### config.mk
export PLATFORM = sky130hd
export DESIGN_NAME = prio_arbiter
export DESIGN_NICKNAME = d
export VERILOG_FILES = /design/src/rtl/prio_arb_pkg.sv /design/src/rtl/prio_find_first.sv /design/src/rtl/prio_arbiter.sv
export SDC_FILE = /design/constraint.sdc
export NUM_CORES = 1
export LEC_CHECK = 0
export ABC_CLOCK_PERIOD_IN_PS = 9100
export CORE_ASPECT_RATIO = 1.2
export CORE_MARGIN = 5
export CORE_UTILIZATION = 63
export CTS_BUF_LIST = sky130_fd_sc_hd__clkbuf_4
export CTS_CLUSTER_DIAMETER = 40
export DETAILED_ROUTE_END_ITERATION = 10
export GPL_TIMING_DRIVEN = 0
export PLACE_DENSITY = 0.84
export SLEW_MARGIN = 5
export SYNTH_ARGS = -nofsm -noshare
export SYNTH_HDL_FRONTEND = slang
export SYNTH_SLANG_ARGS = --single-unit
### constraint.sdc
create_clock -name clk -period 9.1 [get_ports clk]
set_input_delay 2.275 -clock clk [delete_from_list [all_inputs] [get_ports clk]]
set_output_delay 2.275 -clock clk [all_outputs]
set_load 0.005 [all_outputs]
### src/rtl/prio_arb_pkg.sv
// rtl/prio_arb_pkg.sv - shared state and mode encodings for prio_arbiter
package prio_arb_pkg;

  typedef enum logic {
    IDLE  = 1'b0,
    GRANT = 1'b1
  } state_t;

  localparam logic MODE_FIXED = 1'b0;
  localparam logic MODE_RR    = 1'b1;

endpackage

### src/rtl/prio_find_first.sv
// rtl/prio_find_first.sv - combinational wrap-around search for the first set request bit
module prio_find_first
  import prio_arb_pkg::*;
#(
  parameter int N = 8,
  localparam int IDXW = $clog2(N)
) (
  input  logic [N-1:0]    req,
  input  logic [IDXW-1:0] start,
  output logic            found,
  output logic [IDXW-1:0] idx
);

  logic [IDXW:0] pos;

  // Walk offsets from the far end back to start so the nearest hit is written last.
  always_comb begin
    found = 1'b0;
    idx   = '0;
    pos   = '0;
    for (int i = N - 1; i >= 0; i--) begin
      pos = {1'b0, start} + (IDXW + 1)'(i);
      if (pos >= (IDXW + 1)'(N)) begin
        pos = pos - (IDXW + 1)'(N);
      end
      if (req[pos[IDXW-1:0]]) begin
        found = 1'b1;
        idx   = pos[IDXW-1:0];
      end
    end
  end

endmodule

### src/rtl/prio_arbiter.sv
// rtl/prio_arbiter.sv - registered N-way fixed/round-robin arbiter with grant hold and timeout
// Optional gnt_onehot output is built when PRIO_ARB_ONEHOT_EN is defined.
module prio_arbiter
  import prio_arb_pkg::*;
#(
  parameter int N       = 8,
  parameter int TIMEOUT = 0,
  localparam int IDXW   = $clog2(N)
) (
  input  logic            clk,
  input  logic            rst_n,
  input  logic            enable,
  input  logic            rr_mode,
  input  logic [N-1:0]    req,
  input  logic            release_i,
  output logic [IDXW-1:0] gnt_idx,
  output logic            gnt_valid,
`ifdef PRIO_ARB_ONEHOT_EN
  output logic [N-1:0]    gnt_onehot,
`endif
  output logic            timeout_o
);

  state_t          state;
  logic [IDXW-1:0] rr_ptr;
  logic [IDXW-1:0] search_start;
  logic            win_found;
  logic [IDXW-1:0] win_idx;
  logic [IDXW-1:0] next_ptr;
  logic            end_other;
  logic            expire;

  assign search_start = (rr_mode == MODE_RR) ? rr_ptr : '0;
  assign next_ptr     = (win_idx == IDXW'(N - 1)) ? '0 : win_idx + IDXW'(1);
  assign end_other    = release_i || !req[gnt_idx];

  prio_find_first #(.N(N)) u_find (
    .req   (req),
    .start (search_start),
    .found (win_found),
    .idx   (win_idx)
  );

  generate
    if (TIMEOUT > 0) begin : g_tmo
      localparam int CW = $clog2(TIMEOUT + 1);
      logic [CW-1:0] cnt;

      assign expire = (state == GRANT) && (cnt == CW'(TIMEOUT - 1));

      always_ff @(posedge clk or negedge rst_n) begin
        if (!rst_n) begin
          cnt <= '0;
        end else if (!enable || state == IDLE || end_other || expire) begin
          cnt <= '0;
        end else begin
          cnt <= cnt + CW'(1);
        end
      end
    end else begin : g_no_tmo
      assign expire = 1'b0;
    end
  endgenerate

  always_ff @(posedge clk or negedge rst_n) begin
    if (!rst_n) begin
      state     <= IDLE;
      gnt_valid <= 1'b0;
      gnt_idx   <= '0;
      timeout_o <= 1'b0;
      rr_ptr    <= '0;
    end else begin
      timeout_o <= 1'b0;
      if (!enable) begin
        state     <= IDLE;
        gnt_valid <= 1'b0;
        gnt_idx   <= '0;
      end else begin
        case (state)
          IDLE: begin
            if (win_found) begin
              state     <= GRANT;
              gnt_valid <= 1'b1;
              gnt_idx   <= win_idx;
              rr_ptr    <= next_ptr;
            end
          end
          GRANT: begin
            // A normal release on the expiry cycle wins, so no timeout pulse then.
            if (end_other) begin
              state     <= IDLE;
              gnt_valid <= 1'b0;
              gnt_idx   <= '0;
            end else if (expire) begin
              state     <= IDLE;
              gnt_valid <= 1'b0;
              gnt_idx   <= '0;
              timeout_o <= 1'b1;
            end
          end
          default: begin
            state     <= IDLE;
            gnt_valid <= 1'b0;
            gnt_idx   <= '0;
          end
        endcase
      end
    end
  end

`ifdef PRIO_ARB_ONEHOT_EN
  always_ff @(posedge clk or negedge rst_n) begin
    if (!rst_n) begin
      gnt_onehot <= '0;
    end else if (!enable) begin
      gnt_onehot <= '0;
    end else if (state == IDLE && win_found) begin
      gnt_onehot <= N'(1) << win_idx;
    end else if (state == GRANT && (end_other || expire)) begin
      gnt_onehot <= '0;
    end
  end
`endif

endmodule
==> qor.yml <==
status: "finished clean"
fin_area_um2: 1760
report.final.slew_viol_count: 0
cp_data_arrival_time_ps: 5680
area_delta_synth_final_pct: 12.2
firstDrtPassIters: 4
p_per_area_nw_per_um2: 290
post_drt_wl_per_cell_um: 20.2
syn-num-nets: 196
tightest_slew_ps: 848
clkLatencyLatePin_ps: 260
synth-seq-cells: 8
worstSetupEndpointType: "flip-flop"
clock-sinks: 8
finalSetupTns_ps: 0
multi_input_area_um2: 1260
combPwrFrac_pct: 83.3
grt_pass1_wl_mm: 7.39
die_w_um: 55.6
postCtsResizedCells: 0
grt_overflow: 0
finalSetupViolCount: 0
clkTransAtPathRegs_ps: 50
die-area_um2: 3600
yosys.area.top_type: "mux4_2"
fmax_ghz: 0.181
grt_max_degree: 11
synth.area.top_cells: "mux4_2, dfrtp_1, mux2i_1"
seq_area_frac_synth_pct: 12.7
vias_per_cell: 7.19
layout-drive-gt1-share_pct: 18.4
initial_utilization_pct: 67.5
peakVddDrop_mv: 0.198
hold_start: "gnt_valid"
wirelength_mm: 4.58
rsz0062_at_grt: "no"
async_reset_ff_share_pct: 100
synthFlopType: "dfrtp_1"
power_frac_seq_pct: 11.4
dpl.hpwl_mm: 3.58
drcViolationCount: 0
fillCellCount: 190
path_max_fanout: 10
cts.htree.levels: 1
num_rows: 19
antenna_found_initial: 0
avgSynthCellArea_um2: 8.73
hp-class: "reg -> reg"
cts_tree: "done"
instances_no_fill: 227
syn_area_um2: 1570
synth_edf_count: 0
startpoint_type: "primary input"
grt_usage_pct: 26.2
period_needed_ps: 5540
finalHoldViolations: 0
post_cts_buffers: 0
place_area_um2: 1740
cts_buffers: 3
num-nets-final: 214
clockPowerShare_pct: 5.3
syn_inst: 180
clk_path_buf_depth: 2
cellInternalPower_uw: 253
yosysTopAreaCellShare_pct: 14.3
p_switching_uw: 258
period_share_pct: 60.9
vias: 1631
r2r-start: "rr_ptr[1]"
drt_iter0_markers: 80
setup.worst_path.start: "rr_mode"
power.leakage_nw: 0.718
holdWs_ps: 486
io_pins: 18
antenna_cells: 0
ant_nets: 0
max_cap_violations: 0
gp_congestion: 0.992
fin_skew_ps: 5.65
core_um2: 2330
worstPathRequired_ps: 9240
r2r_setup_slack_ps: 5100
seq_area_um2: 200
switching_share_pct: 50.5
hold_buffers: 0
synth.distinct_cells: 56
slew_headroom_pct: 41.9
die_h_um: 64.7
portBuffers: 13
root_buffer: "clkbuf_4"
grt_pass1_vias: 1611
yosys_warnings: 0
placed_cells: 224
critPathKind: "in -> reg"
==> registers in the layout, summed over array words and instances, names as in the netlist <==
register / cells
gnt_idx: 3
rr_ptr: 3
gnt_valid: 1
state: 1
==> worst max-delay path, cell delays in order <==
cell and delay (ps):
buf_4 140, nand2_1 210, clkinv_1 330, ha_1 360, xnor2_1 270, buf_2 290, mux4_2 560, o32a_1 350
o22a_1 200, o31a_1 140, ha_1 290, mux2_2 260
==> kinds of logic (layout without fill, tap and decap cells) <==
logic type,Yosys count,count (layout),share of synthesized area (%)
and+or+nand+nor,52,52,17.2
AOI/OAI and AO/OA,55,55,26.9
muxes,33,33,30.1
other,1,1,0.239
xor gates and xnor gates,6,6,3.34
adders and majority gates,3,3,2.39
buffers and inverters,22,38,7.08
DFF,8,8,12.7
==> metal layers <==
layer	vias to the layer above	part of all wire, %	global-route usage [%]	wire [um]
met1	776	35	27.9	1610
met5	-	0	0	0
met3	25	8.0	5.16	368
met4	0	5.9	18.8	269
met2	105	51	46.2	2340
li1	725	-	-	-
==> cells in the mapped netlist, types with 3 or more instances <==
cell	number
ha_1	3
mux2_2	6
nor3b_1	4
o21ai_0	9
inv_1	6
mux2i_1	15
clkbuf_1	6
nor2_1	9
mux4_2	10
nand2_1	18
a21boi_0	3
xnor2_1	5
a211oi_1	7
nand3_1	6
buf_4	3
o211ai_1	3
dfrtp_1	8
a21oi_1	9
and2_1	3
==> cell usage in the layout, fill, tap and decap left out, types with 2 or more instances in the layout <==
master / n
o221ai_1: 2
a21o_1: 2
mux2i_1: 15
clkdlybuf4s50_1: 13
inv_1: 6
mux2_4: 2
o211ai_1: 3
and2_1: 3
mux4_2: 10
nor2_1: 9
nor3_1: 2
a211o_1: 2
ha_1: 3
dfrtp_1: 8
a32o_1: 2
o21ai_0: 9
buf_2: 2
nand3_1: 6
mux2_2: 6
buf_4: 3
a21oi_1: 9
nor2b_1: 2
o32a_1: 2
nand2_1: 18
xnor2_1: 5
clkbuf_1: 6
buf_6: 2
nor3b_1: 4
a211oi_1: 7
clkbuf_4: 3
a21boi_0: 3
==> metrics by stage <==
step	util [%]	power [mW]	setup WS [ps]
3_5_place_dp	74.7	0.472	3330
2_1_floorplan	-	0.378	3750
6_report	75.7	0.511	3560
3_3_place_gp	74.7	0.460	3390
5_1_grt	75.7	0.549	3400
4_1_cts	75.7	0.504	3590
==> cell type report <==
cell class	instances	area share, %
tap	31	2.20
multi-input combinational	150	71.5
timing repair buffer	13	7.38
sequential	8	11.4
clock buffer	3	1.28
buffer	14	4.61
inverter	8	1.70
==> path summary, 6_finish.rpt <==
check	to	cells past startpoint
hold / removal	gnt_valid	2
min in group asynchronous	gnt_idx[2]	1
setup / recovery	rr_ptr[1]	12
setup reg to reg	rr_ptr[1]	12
max in group asynchronous	rr_ptr[0]	1
hold reg to reg	gnt_valid	2
==> power by group through the flow <==
stage	Clock [mW]	Sequential (mW)	Combinational (mW)
after global placement	0	0.0578	0.402
after CTS	0.0286	0.0582	0.417
after global routing	0.0311	0.0602	0.458
final	0.0268	0.0583	0.426
after detailed placement	0	0.0587	0.413
after floorplan	0	0.0571	0.321
(Power assumes the default switching activity.)
